`config.mk`:
```
export PLATFORM = sky130hd
export DESIGN_NAME = vdp_sprite_hit_list_reader
export DESIGN_NICKNAME = d
export VERILOG_FILES = /design/src/rtl/vdp_sprite_pkg.sv /design/src/rtl/vdp_sprite_row_addr.sv /design/src/rtl/vdp_sprite_hit_list_reader.sv
export SDC_FILE = /design/constraint.sdc
export NUM_CORES = 1
export LEC_CHECK = 0
export CAP_MARGIN = 15
export CORE_UTILIZATION = 40
export CTS_CLUSTER_DIAMETER = 40
export DETAILED_ROUTE_END_ITERATION = 12
export PLACE_DENSITY = 0.7
export SYNTH_ARGS = -nofsm -noshare
export SYNTH_HDL_FRONTEND = slang
export SYNTH_HIERARCHICAL = 1
export SYNTH_SLANG_ARGS = --single-unit
```
`constraint.sdc`:
```
create_clock -name clk -period 3.3 [get_ports clk]
set_input_delay 0.495 -clock clk [delete_from_list [all_inputs] [get_ports clk]]
set_output_delay 0.495 -clock clk [all_outputs]
set_load 0.01 [all_outputs]
```
`src/rtl/vdp_sprite_pkg.sv`:
```
// Shared sprite-pipeline definitions: hit-list entry and attribute layouts, row-address
// constants and reader FSM states. Used by the collision stage, the reader and the blitter.
package vdp_sprite_pkg;

  localparam int HIT_LIST_MAX    = 256;
  localparam int TILE_ROW_STRIDE = 16;

  // Hit-list entry: {width_select, y_intersect[3:0], sprite_id[7:0]}
  localparam int SPRITE_ID_W  = 8;
  localparam int Y_ISECT_W    = 4;
  localparam int HIT_ENTRY_W  = 13;
  localparam int HIT_ID_LSB   = 0;
  localparam int HIT_Y_LSB    = 8;
  localparam int HIT_WSEL_BIT = 12;

  // Attribute word: {flip_x, palette[3:0], tile[9:0], x[10:0]}
  localparam int ATTR_X_W      = 11;
  localparam int ATTR_TILE_W   = 10;
  localparam int ATTR_PAL_W    = 4;
  localparam int ATTR_W        = 26;
  localparam int ATTR_X_LSB    = 0;
  localparam int ATTR_TILE_LSB = 11;
  localparam int ATTR_PAL_LSB  = 21;
  localparam int ATTR_FLIP_BIT = 25;

  localparam int ROW_ADDR_W = ATTR_TILE_W + 3;

  typedef struct packed {
    logic                   width_select;
    logic [Y_ISECT_W-1:0]   y_intersect;
    logic [SPRITE_ID_W-1:0] sprite_id;
  } hit_entry_t;

  typedef struct packed {
    logic                   flip_x;
    logic [ATTR_PAL_W-1:0]  palette;
    logic [ATTR_TILE_W-1:0] tile;
    logic [ATTR_X_W-1:0]    x;
  } sprite_attr_t;

  typedef enum logic [1:0] {
    IDLE,
    READ_HIT,
    READ_ATTR,
    EMIT
  } reader_state_t;

  function automatic hit_entry_t unpack_hit(input logic [HIT_ENTRY_W-1:0] raw);
    hit_entry_t e;
    e.width_select = raw[HIT_WSEL_BIT];
    e.y_intersect  = raw[HIT_Y_LSB +: Y_ISECT_W];
    e.sprite_id    = raw[HIT_ID_LSB +: SPRITE_ID_W];
    return e;
  endfunction

  function automatic sprite_attr_t unpack_attr(input logic [ATTR_W-1:0] raw);
    sprite_attr_t a;
    a.flip_x  = raw[ATTR_FLIP_BIT];
    a.palette = raw[ATTR_PAL_LSB +: ATTR_PAL_W];
    a.tile    = raw[ATTR_TILE_LSB +: ATTR_TILE_W];
    a.x       = raw[ATTR_X_LSB +: ATTR_X_W];
    return a;
  endfunction

endpackage

```
`src/rtl/vdp_sprite_row_addr.sv`:
```
// VRAM row address of a sprite's intersecting tile row: lower half of a 16-tall sprite
// lives one tile row (16 tiles) further on, wrapping within the 1024-tile space. Combinational.
module vdp_sprite_row_addr
  import vdp_sprite_pkg::*;
(
  input  logic [ATTR_TILE_W-1:0] tile,
  input  logic [Y_ISECT_W-1:0]   y_intersect,
  output logic [ROW_ADDR_W-1:0]  row_addr
);

  localparam logic [ATTR_TILE_W-1:0] STRIDE = ATTR_TILE_W'(TILE_ROW_STRIDE);

  logic [ATTR_TILE_W-1:0] row_tile;

  always_comb begin
    row_tile = tile + (y_intersect[Y_ISECT_W-1] ? STRIDE : '0);
    row_addr = {row_tile, y_intersect[Y_ISECT_W-2:0]};
  end

endmodule

```
`src/rtl/vdp_sprite_hit_list_reader.sv`:
```
// Walks the line's sprite hit list and emits one render job per hit; first job 3 cycles after
// start, 1 job / 3 cycles peak. Job held stable until job_ready; a new start aborts the walk.
module vdp_sprite_hit_list_reader
  import vdp_sprite_pkg::*;
#(
  parameter int HIT_LIST_DEPTH = HIT_LIST_MAX,
  localparam int IDX_W = $clog2(HIT_LIST_DEPTH)
) (
  input  logic                   clk,
  input  logic                   reset_n,
  input  logic                   start,
  input  logic [8:0]             hit_count,
  output logic [IDX_W-1:0]       hit_read_addr,
  input  logic [HIT_ENTRY_W-1:0] hit_read_data,
  output logic [SPRITE_ID_W-1:0] attr_read_id,
  input  logic [ATTR_W-1:0]      attr_read_data,
  output logic                   job_valid,
  input  logic                   job_ready,
  output logic [ATTR_X_W-1:0]    job_x,
  output logic [ROW_ADDR_W-1:0]  job_row_addr,
  output logic [ATTR_PAL_W-1:0]  job_palette,
  output logic                   job_flip_x,
  output logic                   job_width_select,
  output logic                   busy,
  output logic                   done
);

  localparam logic [8:0] CNT_MAX = 9'(HIT_LIST_DEPTH);

  reader_state_t          state_q, state_d;
  logic [IDX_W-1:0]       index_q, index_d;
  logic [8:0]             count_q, count_d;
  hit_entry_t             entry_q, entry_d;
  logic                   job_valid_q, job_valid_d;
  logic [ATTR_X_W-1:0]    job_x_q, job_x_d;
  logic [ROW_ADDR_W-1:0]  job_row_addr_q, job_row_addr_d;
  logic [ATTR_PAL_W-1:0]  job_palette_q, job_palette_d;
  logic                   job_flip_x_q, job_flip_x_d;
  logic                   job_wsel_q, job_wsel_d;
  logic                   done_zero_q, done_zero_d;

  hit_entry_t             hit_in;
  sprite_attr_t           attr_in;
  logic [ROW_ADDR_W-1:0]  row_addr;
  logic [8:0]             count_clamped;
  logic                   last_entry;
  logic                   done_final;

  assign hit_in  = unpack_hit(hit_read_data);
  assign attr_in = unpack_attr(attr_read_data);

  vdp_sprite_row_addr u_row_addr (
    .tile        (attr_in.tile),
    .y_intersect (entry_q.y_intersect),
    .row_addr    (row_addr)
  );

  assign count_clamped = (hit_count > CNT_MAX) ? CNT_MAX : hit_count;
  assign last_entry    = (9'(index_q) + 9'd1) == count_q;

  always_comb begin
    state_d        = state_q;
    index_d        = index_q;
    count_d        = count_q;
    entry_d        = entry_q;
    job_valid_d    = job_valid_q;
    job_x_d        = job_x_q;
    job_row_addr_d = job_row_addr_q;
    job_palette_d  = job_palette_q;
    job_flip_x_d   = job_flip_x_q;
    job_wsel_d     = job_wsel_q;
    done_zero_d    = 1'b0;
    done_final     = 1'b0;
    hit_read_addr  = index_q;

    case (state_q)
      READ_HIT: begin
        entry_d = hit_in;
        state_d = READ_ATTR;
      end
      READ_ATTR: begin
        job_x_d        = attr_in.x;
        job_row_addr_d = row_addr;
        job_palette_d  = attr_in.palette;
        job_flip_x_d   = attr_in.flip_x;
        job_wsel_d     = entry_q.width_select;
        job_valid_d    = 1'b1;
        state_d        = EMIT;
      end
      EMIT: begin
        if (job_ready) begin
          job_valid_d = 1'b0;
          if (last_entry) begin
            done_final = 1'b1;
            index_d    = '0;
            state_d    = IDLE;
          end else begin
            // The RAM read for the next entry is issued in the accept cycle.
            index_d       = index_q + IDX_W'(1);
            hit_read_addr = index_q + IDX_W'(1);
            state_d       = READ_HIT;
          end
        end
      end
      default: ;
    endcase

    // start in any state restarts from entry 0; an aborted walk never reports done.
    if (start) begin
      job_valid_d   = 1'b0;
      done_final    = 1'b0;
      index_d       = '0;
      hit_read_addr = '0;
      count_d       = count_clamped;
      if (count_clamped == 9'd0) begin
        done_zero_d = 1'b1;
        state_d     = IDLE;
      end else begin
        state_d = READ_HIT;
      end
    end
  end

  always_ff @(posedge clk or negedge reset_n) begin
    if (!reset_n) begin
      state_q        <= IDLE;
      index_q        <= '0;
      count_q        <= '0;
      entry_q        <= '0;
      job_valid_q    <= 1'b0;
      job_x_q        <= '0;
      job_row_addr_q <= '0;
      job_palette_q  <= '0;
      job_flip_x_q   <= 1'b0;
      job_wsel_q     <= 1'b0;
      done_zero_q    <= 1'b0;
    end else begin
      state_q        <= state_d;
      index_q        <= index_d;
      count_q        <= count_d;
      entry_q        <= entry_d;
      job_valid_q    <= job_valid_d;
      job_x_q        <= job_x_d;
      job_row_addr_q <= job_row_addr_d;
      job_palette_q  <= job_palette_d;
      job_flip_x_q   <= job_flip_x_d;
      job_wsel_q     <= job_wsel_d;
      done_zero_q    <= done_zero_d;
    end
  end

  assign attr_read_id     = (state_q == READ_HIT) ? hit_in.sprite_id : entry_q.sprite_id;
  assign job_valid        = job_valid_q;
  assign job_x            = job_x_q;
  assign job_row_addr     = job_row_addr_q;
  assign job_palette      = job_palette_q;
  assign job_flip_x       = job_flip_x_q;
  assign job_width_select = job_wsel_q;
  assign busy             = (state_q != IDLE);
  assign done             = done_final | done_zero_q;

endmodule

```
After elaboration in Yosys (flattened, before gate mapping) --
Cells that the tools add are included.
Cells by class: add/subtract/negate cells 3, magnitude comparators 1, equal/unequal tests 5, multiplexer cells 25, bitwise logic cells 1, reductions and logical operators 9
Operators with widths (count):
- 2-to-1 mux 8 bit | 9
- adder 10 bit | 1
- 2-to-1 mux 1 bit | 10
- adder 8 x 1 -> 9 bit (second input constant) | 1
- == test 9 bit | 1
- > comparator 9 bit (second input constant) | 1
- logical NOT 9 bit | 1
- 2-to-1 mux 9 bit | 1
- adder 8 x 1 -> 8 bit (second input constant) | 1
- case mux 2 bit (3 select lines) | 1
- AND reduction 2 bit | 3
- nonzero test 2 bit | 3
- 2-to-1 mux 5 bit | 1
- == test 2 bit (second input constant) | 2
- 2-to-1 mux 2 bit | 2
- nonzero test 4 bit | 1
- inequality test 3 bit (second input constant) | 1
- nonzero test 3 bit | 1
- == test 2 x 1 -> 1 bit (second input constant) | 1
- case mux 1 bit (2 select lines) | 1
- OR 1 bit | 1
Word-level totals: flip-flop bits (word level) 64, input bits 52, output and inout port bits 49, word-level logic and storage cells 57

Depth between registers and ports, before layout --
Gate-level depths: netlist of the first run.
word-level depth 7, mapped depth 11, gate-level depth less buffers 10

Cells and area by module --
The synthesis of the first run kept the hierarchy.
Modules (own cells, without submodules):
- vdp_sprite_hit_list_reader | instances 1, cells an instance 264, area each 3131.8 um^2, seq. area each 1601.5 um^2
- vdp_sprite_row_addr | instances 1, cells an instance 16, area each 138.9 um^2, seq. area each 0.0 um^2

Worst setup path before layout of the first run --
No wires, ideal clock.
path type register to output, start point reg index_q[0], end point out hit_read_addr[0], arrival time 2643 ps, data required time 2805 ps, setup slack 162 ps, cell stages (with the launch flop) 12, buffers on the path 1, cells stage by stage dfrtp_1 ha_1 nand3_1 o21a_1 or2_2 o311ai_4 and2_1 buf_6 inv_1 ha_1 nand2b_1 a21oi_1
On the way: word-level cells in the longest chain between the ends 6, elaborated cells on any way between the ends 7, those cells by class add/sub: 2; eq/ne: 1; mux: 4
Ends and longest elaborated chain:
- start: declaration | line vdp_sprite_hit_list_reader.sv:31 | logic [IDX_W-1:0] index_q, index_d;
- start signal: assignment | line vdp_sprite_hit_list_reader.sv:139 | index_q <= index_d;
- adder 8 x 1 -> 9 bit | line vdp_sprite_hit_list_reader.sv:59 | assign last_entry = (9'(index_q) + 9'd1) == count_q;
- == test 9 bit | line vdp_sprite_hit_list_reader.sv:59
- 2-to-1 mux 8 bit | line vdp_sprite_hit_list_reader.sv:93 | if (last_entry) begin
- 2-to-1 mux 8 bit | line vdp_sprite_hit_list_reader.sv:91 | if (job_ready) begin
- 2-to-1 mux 8 bit * | line vdp_sprite_hit_list_reader.sv:76 | case (state_q)
- 2-to-1 mux 8 bit * | line vdp_sprite_hit_list_reader.sv:109 | if (start) begin
- end: declaration | line vdp_sprite_hit_list_reader.sv:13 | output logic [IDX_W-1:0] hit_read_addr,
Every way passes the cells marked *; elsewhere a longest branch is shown, timed or not.

Final worst setup path of the first run --
Ends and elaborated chain as after synthesis.

==> results.yml, run 1 <==
run_status:
  status: "complete, no violations"
route:
  num_vias: 2509
  drtIter0Drc: 98
  first_pass_iters: 4
  drcViolationCount: 0
  antenna_left: 0
  via_per_inst: 5.04
  wl_per_cell_um: 15.3
  postRouteWirelength_um: 7620
final_layout:
  final_common_cell: "clkdlybuf4s50_1"
  fin_nets: 451
  final_util: 0.608
  most-common-layout-cells: "clkdlybuf4s50_1 (90), dfrtp_1 (63), mux2_2 (44)"
  multi_input_area_um2: 1620
  final-seq-area_um2: 1600
  drive_gt1_frac: 0.273
  nFillCells: 648
  antenna_cells: 0
  syn2layout_area_growth_pct: 45.1
setup_path:
  path_buf_inv: 3
  cpMaxStageDelayCell: "or4b_1"
  worstPathCellList: "buf_6 > nand3_4 > or4b_1 > a31oi_1 > o2111a_2 > and2_4 > inv_2 > ha_4 > nand2b_4 > a21oi_2 > buf_2"
  worstSetupPathType: "reg -> out"
  cp_max_fo: 5
  cp_top_family: "simple AND/OR/NAND/NOR gates"
  slowest_delay_ps: 510
  endpoint_kind: "output pin"
  worstPathArrival_ps: 2710
  crit_required_ps: 2800
  cp-start-kind: "flip-flop"
flow_run:
  drv_cap: 0
sta:
  finalSetupViolCount: 0
  fin_skew_ps: 9.57
  min_period_ps: 3210
  min_period_over_period: 0.972
  tightest_slew_ps: 640
  slew_violations: 0
  slew_headroom: 0.573
  finalHoldViolations: 0
  fmax_mhz: 312
  rsz0062_at_grt: "yes"
synthesis:
  ys_seq_area_frac: 0.490
  ys_ff_latch: 64
  synth.avg_cell_area_um2: 11.7
  synthTopCellsByArea: "dfrtp_1 (49%), mux2_2 (15%), ha_1 (3.1%)"
  async_flop_share: 1.00
  synthSimpleGateAreaFrac: 0.114
  synth_fa_ha_area_frac: 0.0306
  synth_edf_count: 0
  synth_ff_type: "dfrtp_1"
  synth_mux_area_frac: 0.178
  synth-xor-area-share: 0.0455
  synth_top_cell_by_area: "dfrtp_1"
  synth_top_family_by_area: "multiplexers"
  synth_top_area_share: 0.490
  yosysWarnings: 6
  synth_cell_types: 51
  synthesis.nets: 340
  netlist_area_um2: 3270
  synth_compound_area_frac: 0.0895
  synth_cells: 280
die:
  fp-row-count: 32
  die_area_um2: 8540
  die_h_um: 92.4
  core_area_um2: 7810
  start_util: 0.419
  io_pins: 101
  die_w_um: 92.4
power:
  powerDensity_nw_per_um2: 715
  power_leakage_uw: 0.00198
  vdd_drop_max_v: 0.000429
  p_total_uw: 3400
global_routing:
  track_usage: 0.185
  grt_pass1_wl_um: 12200
  grt_overflow: 0
  grt_max_degree: 27
  antenna_found_initial: 0
  grt_pass1_vias: 2534
clock_tree:
  cts_sinks: 64
  cts_tree: "yes"
  clockBufferDepth: 2
  cts_hold_buf: 0
  clkLatencyLatePin_ps: 340
  htreeDepth: 3
  clkTransAtPathRegs_ps: 70
  cts_root_buf: "clkbuf_8"
  cts_made_buffers: 9
worst_hold_path:
  min_path_type: "in -> async"
placement:
  place_congestion: 0.928
  place_hpwl_um: 5700
  io_buffers: 100
## worst reg2reg max path, stage by stage (launching register included)
cell      delay, ps
dfrtp_1         400
buf_6           150
nand3_4          80
or4b_1          510
a31oi_1         190
o2111a_2        230
and2_4          150
inv_2            40
ha_4            140
nand2_1          50
a21oi_1          90
## synth_stat cells (2+ instances only)
master / instances
nor2b_1: 8
buf_4: 7
o2111ai_1: 2
xnor2_1: 7
a21oi_1: 8
nand3b_1: 4
mux2i_1: 2
nand2b_1: 2
nand3_1: 5
dfrtp_1: 64
a211oi_1: 6
nand4_1: 2
nor3_1: 6
a22o_1: 4
nand2_1: 9
nor2_1: 16
ha_1: 8
and2_1: 3
xor2_1: 10
mux2_1: 6
buf_6: 2
clkbuf_1: 7
a21boi_1: 2
buf_1: 4
o21ai_0: 6
inv_1: 11
buf_2: 2
mux2_2: 44
## logic make-up after synthesis
| kind of cell | after synthesis |
|---|---|
| xor+xnor | 17 |
| flops | 64 |
| simple gates | 66 |
| compound gates | 39 |
| mux | 52 |
| fa+ha+maj | 8 |
| buf+inv | 34 |
## sequential cells by signal (all words and copies together), names as in the netlist
signal	flops
job_valid	1
job_row_addr	13
count_q	9
done_zero_q	1
job_x	11
index_q	8
job_flip_x	1
job_width_select	1
entry_q	13
job_palette	4
state_q	2
## metal layers
layer,global-route usage,up-vias,share of wire
met2,0.303,71,0.49
met3,0.0501,16,0.049
met1,0.229,1223,0.44
li1,-,1199,-
met4,0.0794,0,0.022
met5,0,-,0
## stage by stage
step	TNS (ps)	hold WS, ps	cells	instance area, um^2	setup WS [ps]
floorplan	0	199	280	3270	162
finish	0	150	498	4750	92.0
CTS	-61.7	154	496	4620	-61.7
detailed placement	-3.74	488	480	4420	-3.74
global placement	0	479	480	4420	51.4
global route	-47.2	178	498	4750	-38.6
## path summary, 6_finish.rpt
| check | startpoint | end | slack, ps | cells after the start |
|---|---|---|---|---|
| min in group clk | entry_q[5]$_DFFE_PN0P_ | entry_q[5]$_DFFE_PN0P_ | 500 | 1 |
| setup reg to reg | index_q[0]$_DFFE_PN0P_ | index_q[0]$_DFFE_PN0P_ | 1150 | 10 |
| max in group asynchronous | reset_n | entry_q[8]$_DFFE_PN0P_ | 2430 | 2 |
| hold reg to reg | entry_q[5]$_DFFE_PN0P_ | entry_q[5]$_DFFE_PN0P_ | 500 | 1 |
| setup / recovery | index_q[0]$_DFFE_PN0P_ | hit_read_addr[0] | 90 | 11 |
| hold / removal | reset_n | entry_q[2]$_DFFE_PN0P_ | 150 | 1 |
## final cells by class
class | instances | share of cell area
multi-input combinational | 182 | 0.342
timing repair buffer | 122 | 0.245
inverter | 12 | 0.00949
sequential | 64 | 0.338
clock buffer | 12 | 0.0327
tap | 102 | 0.0269
clock inverter | 4 | 0.00606
## what timing repair did
item,4_1_cts,5_1_grt
gates cloned,0,0
resized for setup,17,25
hold endpoints to repair,0,0
pin swaps,0,11
buffers inserted,0,2
endpoints found under the setup margin,9,7
## where the power goes
part / switching, uW / total, uW / internal [uW]
sequential: 146 / 1230 / 1090
combinational: 610 / 1550 / 940
clock: 298 / 611 / 314
(Power assumes the default switching activity.)
==> run 2: changes to the inputs <==
- CORE_UTILIZATION: 40 -> 45
- PLACE_DENSITY: 0.7 -> 0.77
==> results.yml, run 2 (synthesis gave the netlist of run 1 again) <==
placement:
  place_congestion: 0.873
  place_hpwl_um: 5650
  place_area_um2: 4410
  io_buffers: 100
setup_path:
  endpoint_kind: "output pin"
  worstSetupPathType: "reg -> out"
  crit_required_ps: 2800
  worstPathArrival_ps: 2800
  worstPathCellList: "ha_2 > nand3_2 > o21a_1 > or2_2 > o311ai_4 > and2_4 > inv_1 > ha_1 > nand2b_1 > a21oi_2 > clkdlybuf4s15_2"
  r2r_slack_ps: 1120
  cp_top_family: "simple AND/OR/NAND/NOR gates"
  path_buf_inv: 2
  cp-start-kind: "flip-flop"
  slowest_delay_ps: 360
  worstReg2RegStart: "index_q[0]$_DFFE_PN0P_"
  r2r-end: "index_q[0]$_DFFE_PN0P_"
  cp_max_fo: 4
  cpMaxStageDelayCell: "dfrtp_1"
  ff2ff_path_depth: 10
sta:
  finalSetupViolCount: 0
  rsz0062_at_grt: "yes"
  slew_headroom: 0.471
  min_period_over_period: 0.999
  fmax_mhz: 303
  tightest_slew_ps: 793
  finalHoldViolations: 0
  fin_skew_ps: 7.10
  min_period_ps: 3300
  slew_violations: 0
clock_tree:
  cts_made_buffers: 9
  clkTransAtPathRegs_ps: 70
  cts_root_buf: "clkbuf_8"
  htreeDepth: 3
  clockBufferDepth: 2
  clkLatencyLatePin_ps: 330
  cts_tree: "yes"
  cts_sinks: 64
power:
  vdd_drop_max_v: 0.000522
  powerDensity_nw_per_um2: 732
  p_total_uw: 3430
  power.switching_uw: 1050
  power_leakage_uw: 0.00200
  power.internal_uw: 2390
  p_sw_frac: 0.304
  clkPwrFrac: 0.193
  combPwrFrac: 0.447
  pwr-share-seq: 0.360
final_layout:
  syn2layout_area_growth_pct: 43.5
  final_util: 0.680
  fin_nets: 451
  most-common-layout-cells: "clkdlybuf4s50_1 (90), dfrtp_1 (63), mux2_2 (44)"
  final_common_cell: "clkdlybuf4s50_1"
  antenna_cells: 0
  finish.instance_area_um2: 4690
  drive_gt1_frac: 0.258
die:
  die_h_um: 87.3
  io_pins: 101
  fp-row-count: 30
  die_w_um: 87.3
  start_util: 0.474
  core_area_um2: 6910
  die_area_um2: 7610
global_routing:
  grt_overflow: 0
  grt_max_degree: 38
  track_usage: 0.213
  antenna_found_initial: 0
  grt_pass1_vias: 2517
  grt_pass1_wl_um: 12200
route:
  wl_per_cell_um: 15.3
  drcViolationCount: 0
  first_pass_iters: 4
  postRouteWirelength_um: 7550
  via_per_inst: 5.11
  antenna_left: 0
  drtIter0Drc: 95
  num_vias: 2513
flow_run:
  drv_cap: 0
run_status:
  status: "complete, no violations"
worst_hold_path:
  min_path_type: "in -> async"
==> run 2: layout make-up <==
type	instances	area [um^2]
fill	581	2210
sequential	64	1600
multi-input combinational	182	1570
timing repair buffer	122	1160
clock buffer	11	141
tap	96	120
clock inverter	5	56.3
inverter	12	45.0
==> run 2: worst reg2reg max path, stage by stage, from the launching register on <==
cell      delay, ps
dfrtp_1         360
ha_2            190
nand3_2         110
o21a_1          210
or2_2           320
o311ai_4        290
and2_4          190
inv_1            40
ha_1            170
nand2_1          60
a21oi_1         110
==> run 2: metal layers <==
metal	share of wire	wire length [um]	vias to the layer above	global-route usage
li1	-	-	1203	-
met1	0.44	3340	1218	0.283
met4	0.020	148	0	0.0835
met3	0.051	382	15	0.0379
met5	0	0	-	0
met2	0.49	3670	77	0.347
==> run 2: power by group through the flow <==
stage | sequential, uW | combinational [uW] | clock, uW
finish | 1240 | 1530 | 664
global route | 1270 | 1650 | 711
CTS | 1240 | 1550 | 677
detailed placement | 1250 | 1540 | 0
global placement | 1230 | 1510 | 0
floorplan | 1330 | 708 | 0
==> run 2: how the worst max path moves through the flow <==
| stage | start | end | slack, ps | cells past startpoint |
|---|---|---|---|---|
| 2_1_floorplan | index_q[0]$_DFFE_PN0P_ | hit_read_addr[0] | 160 | 11 |
| 3_3_place_gp | index_q[0]$_DFFE_PN0P_ | hit_read_addr[0] | 70 | 11 |
| 3_5_place_dp | index_q[0]$_DFFE_PN0P_ | hit_read_addr[0] | -30 | 11 |
| 4_1_cts | index_q[0]$_DFFE_PN0P_ | hit_read_addr[0] | -50 | 11 |
| 5_1_grt | index_q[1]$_DFFE_PN0P_ | hit_read_addr[0] | -120 | 11 |
| 6_report | index_q[0]$_DFFE_PN0P_ | hit_read_addr[0] | 3 | 11 |
==> run 2: what timing repair did <==
action,4_1_cts,5_1_grt
cloned,0,0
endpoints found under the hold margin,0,0
pin swaps,0,2
setup endpoints to repair,9,6
hold buffers,0,0
resized for setup,13,13
setup buffers,1,1
==> run 2: through the flow <==
stage          cells  setup WS (ps)  setup TNS (ps)  hold WS, ps
2_1_floorplan    280            162               0          199
3_3_place_gp     474           68.1               0          479
3_5_place_dp     474          -27.9           -27.9          485
4_1_cts          491          -50.4           -82.0          264
5_1_grt          492           -120            -416          308
6_report         492           2.95               0          240
